`src/rtl/iobus_uart_tx.sv`:
```
// Memory-mapped 8N1 UART transmitter on the MCU IOBUS: byte FIFO, status/divisor readback.
// Optional completion interrupt is built in when UART_TX_IRQ_EN is defined.
module iobus_uart_tx #(
    parameter logic [31:0] BASE_ADDR    = 32'h1100_0100,
    parameter int          CLKS_PER_BIT = 868,
    parameter int          FIFO_DEPTH   = 8
) (
    input  logic        CLK,
    input  logic        RST,
    input  logic [31:0] IOBUS_ADDR,
    input  logic [31:0] IOBUS_OUT,
    input  logic        IOBUS_WR,
    output logic [31:0] IOBUS_IN,
    output logic        TX,
    output logic        INTR
);

    localparam int PW = $clog2(FIFO_DEPTH);
    localparam int CW = PW + 1;

    typedef enum logic [1:0] {
        S_IDLE  = 2'd0,
        S_START = 2'd1,
        S_DATA  = 2'd2,
        S_STOP  = 2'd3
    } state_t;

    state_t         state_q, state_d;
    logic [7:0]     mem_q [FIFO_DEPTH];
    logic [PW-1:0]  wr_ptr_q, wr_ptr_d, rd_ptr_q, rd_ptr_d;
    logic [CW-1:0]  count_q, count_d;
    logic           overrun_q, overrun_d;
    logic           irq_en_q, irq_en_d;
    logic           intr_q, intr_d;
    logic [15:0]    div_q, div_d;
    logic [15:0]    bit_len_q, bit_len_d;
    logic [15:0]    div_cnt_q, div_cnt_d;
    logic [2:0]     bit_cnt_q, bit_cnt_d;
    logic [7:0]     shift_q, shift_d;
    logic           tx_q, tx_d;

    logic [29:0]    word_addr, base_word;
    logic           sel_data, sel_stat, sel_div;
    logic           wr_data, wr_stat, wr_div;
    logic           empty, full, push, pop, tc;
    logic [15:0]    div_eff;
    logic [31:0]    count_ext;
    logic           unused_ok;

    assign word_addr = IOBUS_ADDR[31:2];
    assign base_word = BASE_ADDR[31:2];
    assign sel_data  = (word_addr == base_word);
    assign sel_stat  = (word_addr == base_word + 30'd1);
    assign sel_div   = (word_addr == base_word + 30'd2);
    assign wr_data   = IOBUS_WR && sel_data;
    assign wr_stat   = IOBUS_WR && sel_stat;
    assign wr_div    = IOBUS_WR && sel_div;
    assign unused_ok = ^{IOBUS_ADDR[1:0], IOBUS_OUT[31:16]};

    assign empty     = (count_q == '0);
    assign full      = (count_q == CW'(FIFO_DEPTH));
    assign tc        = (div_cnt_q == 16'd0);
    // bit_len holds D-1 so the down-counter terminates on zero; DIV=0 acts as 1
    assign div_eff   = (div_q == 16'd0) ? 16'd0 : div_q - 16'd1;
    assign count_ext = 32'(count_q);

    // A push into a full FIFO is still accepted when the FSM pops on the same edge
    assign push      = wr_data && (!full || pop);

    always_comb begin
        wr_ptr_d  = push ? wr_ptr_q + PW'(1) : wr_ptr_q;
        rd_ptr_d  = pop  ? rd_ptr_q + PW'(1) : rd_ptr_q;
        count_d   = count_q;
        case ({push, pop})
            2'b10:   count_d = count_q + CW'(1);
            2'b01:   count_d = count_q - CW'(1);
            default: count_d = count_q;
        endcase
        overrun_d = overrun_q;
        if (wr_stat)
            overrun_d = 1'b0;
        else if (wr_data && !push)
            overrun_d = 1'b1;
        div_d     = wr_div ? IOBUS_OUT[15:0] : div_q;
    end

`ifdef UART_TX_IRQ_EN
    always_comb begin
        irq_en_d = wr_stat ? IOBUS_OUT[8] : irq_en_q;
        intr_d   = irq_en_q && !(wr_stat && !IOBUS_OUT[8]) && empty
                   && (state_q == S_IDLE) && !wr_data;
    end
`else
    always_comb begin
        irq_en_d = 1'b0;
        intr_d   = 1'b0;
    end
`endif

    // State register
    always_ff @(posedge CLK) begin
        if (RST) state_q <= S_IDLE;
        else     state_q <= state_d;
    end

    // Next-state logic
    always_comb begin
        state_d = state_q;
        case (state_q)
            S_IDLE:  if (!empty) state_d = S_START;
            S_START: if (tc) state_d = S_DATA;
            S_DATA:  if (tc && bit_cnt_q == 3'd7) state_d = S_STOP;
            S_STOP:  if (tc) state_d = empty ? S_IDLE : S_START;
            default: state_d = S_IDLE;
        endcase
    end

    // Output / datapath logic
    always_comb begin
        pop       = 1'b0;
        tx_d      = tx_q;
        shift_d   = shift_q;
        div_cnt_d = div_cnt_q;
        bit_cnt_d = bit_cnt_q;
        bit_len_d = bit_len_q;
        case (state_q)
            S_IDLE: begin
                if (!empty) begin
                    pop       = 1'b1;
                    tx_d      = 1'b0;
                    shift_d   = mem_q[rd_ptr_q];
                    bit_len_d = div_eff;
                    div_cnt_d = div_eff;
                    bit_cnt_d = 3'd0;
                end
            end
            S_START: begin
                if (tc) begin
                    tx_d      = shift_q[0];
                    shift_d   = {1'b0, shift_q[7:1]};
                    div_cnt_d = bit_len_q;
                    bit_cnt_d = 3'd0;
                end else begin
                    div_cnt_d = div_cnt_q - 16'd1;
                end
            end
            S_DATA: begin
                if (tc) begin
                    div_cnt_d = bit_len_q;
                    if (bit_cnt_q == 3'd7) begin
                        tx_d = 1'b1;
                    end else begin
                        tx_d      = shift_q[0];
                        shift_d   = {1'b0, shift_q[7:1]};
                        bit_cnt_d = bit_cnt_q + 3'd1;
                    end
                end else begin
                    div_cnt_d = div_cnt_q - 16'd1;
                end
            end
            S_STOP: begin
                if (tc) begin
                    if (!empty) begin
                        pop       = 1'b1;
                        tx_d      = 1'b0;
                        shift_d   = mem_q[rd_ptr_q];
                        bit_len_d = div_eff;
                        div_cnt_d = div_eff;
                        bit_cnt_d = 3'd0;
                    end else begin
                        tx_d      = 1'b1;
                        div_cnt_d = 16'd0;
                    end
                end else begin
                    div_cnt_d = div_cnt_q - 16'd1;
                end
            end
            default: tx_d = 1'b1;
        endcase
    end

    always_ff @(posedge CLK) begin
        if (push) mem_q[wr_ptr_q] <= IOBUS_OUT[7:0];
    end

    always_ff @(posedge CLK) begin
        if (RST) begin
            wr_ptr_q  <= '0;
            rd_ptr_q  <= '0;
            count_q   <= '0;
            overrun_q <= 1'b0;
            irq_en_q  <= 1'b0;
            intr_q    <= 1'b0;
            div_q     <= 16'(CLKS_PER_BIT);
            bit_len_q <= 16'd0;
            div_cnt_q <= 16'd0;
            bit_cnt_q <= 3'd0;
            shift_q   <= 8'd0;
            tx_q      <= 1'b1;
        end else begin
            wr_ptr_q  <= wr_ptr_d;
            rd_ptr_q  <= rd_ptr_d;
            count_q   <= count_d;
            overrun_q <= overrun_d;
            irq_en_q  <= irq_en_d;
            intr_q    <= intr_d;
            div_q     <= div_d;
            bit_len_q <= bit_len_d;
            div_cnt_q <= div_cnt_d;
            bit_cnt_q <= bit_cnt_d;
            shift_q   <= shift_d;
            tx_q      <= tx_d;
        end
    end

    always_comb begin
        IOBUS_IN = 32'd0;
        if (sel_stat)
            IOBUS_IN = {23'd0, irq_en_q, count_ext[3:0], overrun_q,
                        (state_q != S_IDLE), full, empty};
        else if (sel_div)
            IOBUS_IN = {16'd0, div_q};
    end

    assign TX   = tx_q;
    assign INTR = intr_q;

endmodule

```
`config.mk`:
```
export PLATFORM = sky130hd
export DESIGN_NAME = iobus_uart_tx
export DESIGN_NICKNAME = d
export VERILOG_FILES = /design/src/rtl/iobus_uart_tx.sv
export SDC_FILE = /design/constraint.sdc
export NUM_CORES = 1
export LEC_CHECK = 0
export BUFFER_PORTS_ARGS = -buffer_cell sky130_fd_sc_hd__clkbuf_2
export CAP_MARGIN = 20
export CORE_ASPECT_RATIO = 1.75
export CORE_UTILIZATION = 37
export CTS_CLUSTER_SIZE = 40
export DETAILED_ROUTE_END_ITERATION = 8
export HOLD_SLACK_MARGIN = 0.15
export PLACE_DENSITY_LB_ADDON = 0.1
export SETUP_SLACK_MARGIN = 0.5
export SLEW_MARGIN = 25
export SYNTH_ARGS = -nofsm -noshare
export SYNTH_HDL_FRONTEND = slang
export SYNTH_SLANG_ARGS = --single-unit
export TNS_END_PERCENT = 10
```
`constraint.sdc`:
```
create_clock -name CLK -period 3.7 [get_ports CLK]
set_input_delay 1.11 -clock CLK [delete_from_list [all_inputs] [get_ports CLK]]
set_output_delay 1.11 -clock CLK [all_outputs]
set_load 0.02 [all_outputs]
```
# Yosys cells after proc, flatten, opt, wreduce, memory -nomap -nowiden
# Memory sizes are Yosys's and may differ from the RTL's. A register that Yosys moved wholly into a read port is not among the register bits.
# Cells that the tools add are included.
[classes]
n_eq_ne = 16
mux = 44
n_addsub = 7
n_reduce_logical = 22
[op_table]
columns = ["operator", "n"]
rows = [
  ["$mux W16", 9],
  ["$eq A30 B27 Y1 const B", 3],
  ["$pmux W16 S3", 1],
  ["$mux W8", 5],
  ["$logic_not A16 Y1", 2],
  ["$pmux W16 S2", 1],
  ["$pmux W8 S4", 1],
  ["$sub A16 B1 Y16 const B", 2],
  ["$mux W3", 7],
  ["$ne A2 B2 Y1 const B", 6],
  ["$pmux W3 S4", 1],
  ["$reduce_and A4 Y1", 3],
  ["$mux W1", 11],
  ["$add A3 B1 Y3 const B", 3],
  ["$mux W2", 4],
  ["$pmux W2 S4", 1],
  ["$pmux W4 S2", 1],
  ["$eq A2 B2 Y1 const B", 3],
  ["$logic_and A1 B1 Y1", 6],
  ["$reduce_bool A2 Y1", 3],
  ["$add A4 B1 Y4 const B", 1],
  ["$eq A2 B1 Y1 const B", 2],
  ["$eq A4 B4 Y1 const B", 1],
  ["$logic_not A4 Y1", 1],
  ["other kinds (9)", 11],
]
[word_totals]
ram_bits = 64
word_cells = 101
out_inout_bits = 34
regBits = 73
mem_count = 1
[memory_table]
columns = ["name", "depth", "width", "read_ports", "rd_ports_with_merged_regs", "wr", "line", "text"]
rows = [
  ["mem_q", 8, 8, 1, 1, 1, "29", "logic [7:0] mem_q [FIFO_DEPTH];"],
]

# Logic depth before layout (Yosys ltp)
# Gate-level depths: netlist of run 1.
[depth]
word_depth = 8
ltp_mapped = 14

# Least setup slack after synthesis of run 1
# Ideal clock, no wire load.
[synth_path]
path_type = "input to output"
startpoint = "input port IOBUS_ADDR[14]"
endpoint = "output port IOBUS_IN[0]"
required_time_ns = 2.590
t_arrival_ns = 2.816
path_slack_ns = -0.226
path_stages = 7
cell_sequence = "nor4b_1 -> nand4_1 -> nor3_1 -> and2_1 -> clkbuf_1 -> inv_1 -> o21ai_0"
[synth_between]
elab_chain_cells = 3
elab_cells_between_ends = 4
classes_between = "2 x eq/ne; 2 x mux"
[synth_lines]
columns = ["item", "line", "text"]
rows = [
  ["start: declaration", "10", "input logic [31:0] IOBUS_ADDR,"],
  ["$eq A30 B27 Y1", "54", "assign sel_div = (word_addr == base_word + 30'd2);"],
  ["$mux W16", "221", "else if (sel_div)"],
  ["$mux W16 *", "218", "if (sel_stat)"],
  ["end: declaration", "13", "output logic [31:0] IOBUS_IN,"],
]
# Mark *: on every way between the ends. The rest lies on a longest branch, timed or not.

# Worst setup path in the final report of run 1
[layout_path]
startpoint = "input port IOBUS_ADDR[17]"
endpoint = "output port IOBUS_IN[4]"
# Same word-level chain as after synthesis.

==> results of run 1 <==
## worst max-delay path, stage by stage
cell      delay, ns
buf_6          0.10
nor4b_4        0.26
nand4_1        0.17
buf_4          0.18
nor4_4         0.24
buf_6          0.18
a22o_1         0.19
clkbuf_8       0.16
## final cells by class
class / instances / area share [%]
clock buffers: 18 / 5.06
clock inverters: 14 / 1.31
inverters: 13 / 0.634
multi-input cells: 470 / 40.7
flip-flops and latches: 140 / 40.6
well taps: 238 / 3.51
repair buffers: 96 / 8.13
## flip-flops by register name, indices dropped and copies added (netlist names), named ones only
register and cells:
mem_q 64, bit_len_q 16, div_cnt_q 16, div_q 16, shift_q 8, count_q 4
bit_cnt_q 3, rd_ptr_q 3, wr_ptr_q 3, state_q 2, TX 1, overrun_q 1
## kinds of logic after synthesis
family | count (synthesis) | share of synthesized area, %
AND/OR/NAND/NOR | 240 | 18.2
flip-flops | 140 | 49.2
AO/OA/AOI/OAI | 134 | 13.3
buffers and inverters | 66 | 4.95
multiplexers | 43 | 9.03
XOR/XNOR | 21 | 2.63
adder cells (fa/ha/maj) | 15 | 2.68
other | 1 | 0.0536
## layout by cell type, fill, tap and decap left out, drive strengths merged, types with 3 or more instances in the layout
cell      count
nor2b         6
nor3         33
a311oi        3
a211oi       10
and2         13
clkinv        5
or4           5
o21ai        40
or3           6
conb         17
mux4         16
inv          19
nor4         16
xnor2         9
nand3        14
edfxtp       64
xor2         12
a221oi        3
clkbuf       66
buf          48
dfxtp        76
nor4b        10
o211ai        3
nand2        45
a22o         12
a21oi        28
a31oi         7
a22oi         5
mux2i        26
nand4b        3
ha           15
nand4         6
nor2         74
clkinvlp      3
## per-stage QoR
step	total power [mW]	setup WS [ns]	area, um^2	utilization (%)
after floorplan	2.50	0.154	7160	-
after global placement	2.78	-0.0186	7730	41.6
after detailed placement	2.79	-0.0559	7730	41.6
after CTS	4.38	0.00773	8330	44.8
after global routing	4.57	-0.104	8480	45.6
final	4.36	-0.00193	8480	45.6
## how the worst max path moves through the flow
stage                            end  slack [ns]  cells after the start
2_1_floorplan  mem_q[1][0]$_DFFE_PP_        0.15                      6
3_3_place_gp             IOBUS_IN[2]       -0.02                      9
3_5_place_dp             IOBUS_IN[0]       -0.06                      9
4_1_cts                  IOBUS_IN[2]       0.008                      9
5_1_grt                  IOBUS_IN[4]       -0.10                      8
6_report                 IOBUS_IN[4]      -0.002                      8
## power breakdown
group	total (mW)	internal, mW	switching [mW]
Clock	1.59	0.871	0.717
Sequential	1.70	1.65	0.0471
Combinational	1.07	0.367	0.707
Total	4.36	2.89	1.47
## per-layer routing
layer	part of all wire [%]	global-route usage, %	vias up
met2	56	39.5	87
li1	-	-	2608
met4	3.9	10.7	0
met3	2.5	3.47	27
met5	0	0	-
met1	38	21.7	2592
## timing repair
action                                  4_1_cts  5_1_grt
gates resized for setup                      13       54
pin swaps                                     4       18
endpoints found under the setup margin       18       18
endpoints found under the hold margin         0        0
==> flow_summary.yaml, run 1 <==
run_status:
  outcome: "finished, violations left"
  violations: "setup timing"
worst_setup_path:
  reg2reg_slack_ns: 0.55
  ff2ff_path_depth: 10
  path_class: "input pin to primary output"
  cp.arrival_ns: 2.59
  worstReg2RegEnd: "count_q[3]$_SDFFE_PP0P_"
  start_kind: "input pin"
  worstSetupEndpointType: "primary output"
  worst_setup_path_startpoint: "IOBUS_ADDR[17]"
  reg2reg_from: "div_cnt_q[8]$_SDFFE_PP0N_"
  critPathMaxFanout: 8
  crit_required_ns: 2.59
cts:
  tritoncts: "yes"
  clk_pin_slew_ns: 0.06
  clock_latency_ns: 0.42
  htreeDepth: 4
  post_cts_buffers: 0
  cts_made_buffers: 17
  cts_root_buf: "clkbuf_16"
  cts.sinks: 140
  cts_buffer_depth: 2
  cts.hold.buffers_added: 0
pwr:
  p_leak_nw: 3.01
  power_density_nw_per_um2: 514
  irDropWorstVdd_mv: 0.491
yosys:
  ys_ff_latch: 140
  syn_area_per_cell_um2: 10.6
  synth_top_area_cell: "edfxtp_1"
  ys_types: 71
  synth_edf_count: 64
  yosys_warnings: 0
  yosys.area.top_type_share_pct: 27.5
  ys_seq_area_share_pct: 49.2
  synth.most_common_cell: "dfxtp_1"
  yosys_most_used_dff: "dfxtp_1"
  synthTopCellsByArea: "edfxtp_1, dfxtp_1, mux4_2, nor2_1, mux2i_1"
  yosys-top-cells-count: "dfxtp_1, nor2_1, edfxtp_1"
  netlist_area_um2: 7000
  synthCells: 660
  ys_async_sr_fraction_pct: 0
sta:
  setup_viol: 1
  slew_headroom_pct: 41.3
  rsz0062_at_grt: "yes"
  tns_ns: -0.00193
  post-route-min-period_ns: 3.70
  finalCritPeriodShare_pct: 100
  timing.final.hold_violations: 0
  timing.hold.ws_ns: 0.461
  finalClockSkew_ns: 0.0113
  maxSlewViolCount: 0
  tightest_slew_ns: 0.881
  final.setup.worst_slack_ns: -0.00193
  fmax_ghz: 0.270
min_path:
  hold_depth: 2
  worstHoldPathType: "flip-flop to flip-flop"
  min_from: "bit_len_q[5]$_SDFFE_PP0P_"
  hold_path_end: "bit_len_q[5]$_SDFFE_PP0P_"
layout:
  multi_input_area_um2: 3450
  antenna_cells: 0
  regArea_um2: 3440
  fillers: 1798
  drive_above_1_share_pct: 25.7
  final_nets: 820
  final_cell_count_no_fill: 989
  syn_to_final_growth_pct: 21.2
die:
  row_count: 66
  die_area_um2: 19500
  coreArea_um2: 18600
  start_util_pct: 37.7
  ioPinCount: 101
  die_w_um: 106
  die_h_um: 184
grt:
  grt_pass1_wl_um: 30100
  grt_pass1_vias: 5375
  antenna_found_initial: 0
  grt_overflow: 0
  grt_max_degree: 37
  track_usage_pct: 20.8
route:
  drtIter0Drc: 304
  ant_nets: 0
  avgRoutedWirePerCell_um: 19.6
  dr.pass1.iters: 4
  routed_wl_um: 19400
  drc: 0
  vias: 5314
  via_per_inst: 5.37
place:
  place_congestion: 0.911
  dp_hpwl_um: 14400
  dp.cells: 957
  portBuffers: 65
run:
  max_cap_viol_count: 0
(Power assumes the default switching activity.)
==> inputs of run 2 (changes only) <==
- CTS_CLUSTER_DIAMETER: unset -> 30
- clock period: 3.7 -> 3.4 ns (I/O delays scaled with it)
==> flow_summary.yaml, run 2 (synthesis results as in run 1) <==
route:
  drtIter0Drc: 227
  vias: 5511
  dr.pass1.iters: 4
  ant_nets: 0
  via_per_inst: 5.49
  routed_wl_um: 20100
  drc: 0
  avgRoutedWirePerCell_um: 20.1
sta:
  maxSlewViolCount: 0
  timing.final.hold_violations: 0
  post-route-min-period_ns: 3.64
  tightest_slew_ns: 0.892
  setup_viol: 16
  finalClockSkew_ns: 0.00980
  final.setup.worst_slack_ns: -0.236
  rsz0062_at_grt: "yes"
  finalCritPeriodShare_pct: 107
  fmax_ghz: 0.275
  tns_ns: -2.37
  slew_headroom_pct: 40.5
pwr:
  power_density_nw_per_um2: 570
  p_leak_nw: 3.16
  irDropWorstVdd_mv: 0.337
worst_setup_path:
  cp.arrival_ns: 2.62
  worst_setup_path_startpoint: "IOBUS_ADDR[13]"
  cp_slowest_cell: "nor3_2"
  crit_required_ns: 2.38
  worstPathCellList: "clkbuf_2, nor4_2, nand4_1, nor3_2, and2_4, buf_6, a22o_1, clkbuf_8"
  reg2reg_from: "div_cnt_q[8]$_SDFFE_PP0N_"
  cp_slowest_stage_delay_ns: 0.31
  critPathMaxFanout: 5
  path_class: "input pin to primary output"
  worstSetupEndpointType: "primary output"
  start_kind: "input pin"
grt:
  grt_pass1_vias: 5519
  antenna_found_initial: 0
  grt_pass1_wl_um: 30800
  grt_overflow: 0
  track_usage_pct: 21.5
  grt_max_degree: 43
die:
  row_count: 66
  die_area_um2: 19500
  ioPinCount: 101
  die_w_um: 106
  start_util_pct: 37.7
  die_h_um: 184
  coreArea_um2: 18600
place:
  place_congestion: 0.856
  dp_hpwl_um: 14900
  portBuffers: 65
cts:
  cts_made_buffers: 17
  cts_root_buf: "clkbuf_16"
  cts_buffer_depth: 2
  htreeDepth: 4
  cts.sinks: 140
  clock_latency_ns: 0.42
  tritoncts: "yes"
  cts.hold.buffers_added: 0
  clk_pin_slew_ns: 0.06
min_path:
  worstHoldPathType: "flip-flop to flip-flop"
  min_from: "bit_len_q[15]$_SDFFE_PP0P_"
layout:
  regArea_um2: 3440
  final_common_cell: "dfxtp_1"
  syn_to_final_growth_pct: 25.3
  final_nets: 834
  post-route-util_pct: 47.2
  drive_above_1_share_pct: 27.7
  multi_input_area_um2: 3470
  fillers: 1696
  regMostFlops: "mem_q"
  most-common-layout-cells: "dfxtp_1, nor2_1, edfxtp_1"
  antenna_cells: 0
  largest_register_ff_count: 64
run_status:
  violations: "setup timing"
  outcome: "finished, violations left"
run:
  max_cap_viol_count: 0
-- run 2: cell count changes in the layout (fill, tap and decap cells not counted), sizes merged --
cell	previous run	this run
buf	48	58
bufinv	0	3
clkbuf	66	72
clkinv	5	7
clkinvlp	3	0
inv	19	15
-- run 2: timing repair --
item	in CTS	in global routing
cloned	0	2
endpoints found under the setup margin	18	84
pin swaps	9	9
resized for setup	37	26
setup buffers	0	2
-- run 2: per-layer routing --
metal / vias up / part of all wire (%) / global-route usage (%)
li1: 2640 / - / -
met5: - / 0 / 0
met4: 0 / 4.7 / 12.4
met2: 124 / 56 / 40.8
met1: 2699 / 37 / 21.4
met3: 48 / 2.5 / 4.01
-- run 2: per-stage QoR --
stage               hold WS (ns)  instances  setup slack [ns]  instance area [um^2]  power [mW]
finish                     0.452       1003            -0.236                  8770        5.00
global route               0.480       1003            -0.371                  8770        5.22
floorplan                  0.429        676            0.0538                  7210        2.72
detailed placement         0.444        967            -0.262                  7850        3.09
global placement           0.439        967            -0.249                  7850        3.08
CTS                        0.452        999            -0.132                  8610        5.03
-- run 2: worst paths after layout --
path	endpoint	slack, ns	cells after the start
setup / recovery	IOBUS_IN[6]	-0.24	8
hold / removal	bit_len_q[15]$_SDFFE_PP0P_	0.45	2
setup reg to reg	count_q[3]$_SDFFE_PP0P_	0.33	11
hold reg to reg	bit_len_q[15]$_SDFFE_PP0P_	0.45	2
-- run 2: cell type report --
| type | count | share of cell area (%) |
|---|---|---|
| timing repair buffer | 110 | 10.3 |
| sequential | 140 | 39.3 |
| tap | 238 | 3.40 |
| clock buffer | 20 | 5.09 |
| clock inverter | 12 | 1.84 |
| multi-input combinational | 470 | 39.6 |
| inverter | 13 | 0.557 |
-- run 2: worst max-delay path: cells and delay by family --
kind                   cells  cell delay, ns
AOI/OAI and AO/OA          1            0.17
and+or+nand+nor            4            1.06
buffers and inverters      3            0.37
-- run 2: where the power goes --
part           internal (mW)  total, mW  switching (mW)
Clock                   1.18       1.92           0.741
Sequential              1.80       1.84          0.0469
Combinational          0.436       1.23           0.796
==> inputs of run 3 (changes only) <==
- ABC_AREA: unset -> 1
==> flow_summary.yaml, run 3 <==
cts:
  cts_buffer_depth: 2
  htreeDepth: 4
  cts.sinks: 140
  clock_latency_ns: 0.43
  cts_root_buf: "clkbuf_16"
  cts_made_buffers: 17
  clk_pin_slew_ns: 0.06
  tritoncts: "yes"
place:
  dp.cells: 1253
  place_congestion: 0.868
  dp_hpwl_um: 15400
  placed_area_um2: 8060
  portBuffers: 65
route:
  ant_nets: 0
  dr.pass1.iters: 5
  routed_wl_um: 20400
  drc: 0
  vias: 6399
  drtIter0Drc: 222
  via_per_inst: 4.97
  avgRoutedWirePerCell_um: 15.8
yosys:
  ys_types: 43
  synthCells: 951
  yosys-top-cells-count: "nand2_1, nor2_1, o21ai_0"
  yosys.area_share.simple_pct: 27.1
  netlist_area_um2: 7420
  syn_area_per_cell_um2: 7.80
  synth_mux_area_share_pct: 0
  ys_async_sr_fraction_pct: 0
  synth_top_family_by_area: "simple AND/OR/NAND/NOR gates"
  yosys.area.top_type_share_pct: 25.9
  yosys_most_used_dff: "dfxtp_1"
  synth-compound-area-share_pct: 14.4
  yosys_warnings: 0
  synth.most_common_cell: "nand2_1"
  ys_ff_latch: 140
  synth_top_area_cell: "edfxtp_1"
  synth_xor_area_share_pct: 1.65
  synth_edf_count: 64
  ys_seq_area_share_pct: 46.4
  synthTopCellsByArea: "edfxtp_1, dfxtp_1, nand2_1, nor2_1, o21ai_0"
  synthAdderAreaFrac_pct: 2.53
layout:
  final_nets: 1112
  drive_above_1_share_pct: 19.9
  syn_to_final_growth_pct: 20.6
  finalInstanceArea_um2: 8940
  final_common_cell: "nand2_1"
  antenna_cells: 0
  post-route-util_pct: 45.5
  final_cell_count_no_fill: 1288
  largest_register_ff_count: 64
  regMostFlops: "mem_q"
  most-common-layout-cells: "nand2_1, nor2_1, o21ai_0"
grt:
  grt_overflow: 0
  grt_pass1_vias: 6274
  track_usage_pct: 20.9
  antenna_found_initial: 0
  grt_util_met2_pct: 40.9
  grt_max_degree: 33
  top_usage_layer: "met2"
  grtUsageMet3_pct: 2.82
  use_met1_pct: 20.8
  grt_pass1_wl_um: 32400
run_status:
  outcome: "completed"
pwr:
  total_power_mw: 6.30
  irDropWorstVdd_mv: 0.342
  power_density_nw_per_um2: 704
  p_leak_nw: 3.66
sta:
  post-route-min-period_ns: 3.30
  setup_viol: 0
  finalCritPeriodShare_pct: 97.2
  timing.final.hold_violations: 0
  fmax_ghz: 0.303
  timing.hold.ws_ns: 0.458
  tightest_slew_ns: 0.940
  maxSlewViolCount: 0
  finalClockSkew_ns: 0.00928
  slew_headroom_pct: 37.2
  rsz0062_at_grt: "yes"
min_path:
  worstHoldPathType: "flip-flop to flip-flop"
die:
  coreArea_um2: 19700
  die_w_um: 109
  die_area_um2: 20600
  row_count: 68
  start_util_pct: 37.7
  die_h_um: 189
  ioPinCount: 101
worst_setup_path:
  cp.arrival_ns: 2.28
  path_class: "input pin to primary output"
  worstSetupEndpointType: "primary output"
  start_kind: "input pin"
  crit_required_ns: 2.38
  critPathMaxFanout: 8
run:
  max_cap_viol_count: 0
==> run 3: changes by cell type after synthesis, moves of 14 or more <==
cell,change
a21oi_1,+39
inv_1,+64
mux2i_1,-26
mux4_2,-16
nand2_1,+135
nand3_1,+34
nor2_1,+98
o21ai_0,+59
o22ai_1,+14
==> run 3: worst paths after layout <==
| kind | start | to | slack, ns | cells past startpoint |
|---|---|---|---|---|
| max | IOBUS_ADDR[10] | IOBUS_IN[3] | 0.1 | 9 |
| max reg2reg | div_cnt_q[0]$_SDFFE_PP0N_ | count_q[3]$_SDFFE_PP0P_ | 0.43 | 16 |
| min | bit_len_q[6]$_SDFFE_PP0P_ | bit_len_q[6]$_SDFFE_PP0P_ | 0.46 | 2 |
| min reg2reg | bit_len_q[6]$_SDFFE_PP0P_ | bit_len_q[6]$_SDFFE_PP0P_ | 0.46 | 2 |
==> run 3: kinds of logic after synthesis <==
logic type / Yosys count
buffers and inverters: 127
XOR/XNOR: 14
adder cells (fa/ha/maj): 15
other: 1
AND/OR/NAND/NOR: 461
flip-flops: 140
AO/OA/AOI/OAI: 193
==> run 3: timing repair <==
action	4_1_cts	5_1_grt
gates resized for setup	25	46
pin swaps	2	7
hold buffers	0	0
buffers inserted	1	2
setup endpoints to repair	18	19
==> run 3: layer usage <==
| layer | wire [um] | vias to the layer above |
|---|---|---|
| met3 | 419 | 42 |
| met2 | 11700 | 102 |
| met5 | 0 | - |
| met4 | 617 | 0 |
| li1 | - | 3285 |
| met1 | 7680 | 2970 |
==> run 3: layout make-up <==
cell class,count,area (um^2)
timing repair buffer,89,611
fill,2008,10700
tap,245,307
sequential,140,3440
clock buffer,18,429
inverter,82,314
clock inverter,14,173
multi-input combinational,700,3670
==> run 3: report_power, final <==
part	internal, mW	switching (mW)	leakage, nW
clock	1.16	0.749	0.290
sequential	1.95	0.137	1.20
combinational	0.739	1.57	2.18
total	3.84	2.46	3.66
==> run 3: through the flow <==
step	setup slack, ns	TNS [ns]
finish	0.0951	0
global route	-0.0111	-0.0182
CTS	0.0336	0
detailed placement	-0.0445	-0.172
global placement	-0.0256	-0.0504
floorplan	0.165	0
==> run 3: critical path: stages <==
cell	delay, ns
buf_6	0.10
nor2_4	0.09
nand4_1	0.17
nand3b_1	0.23
nor2_2	0.16
buf_6	0.19
nand3_2	0.09
o21ai_2	0.10
buf_6	0.14
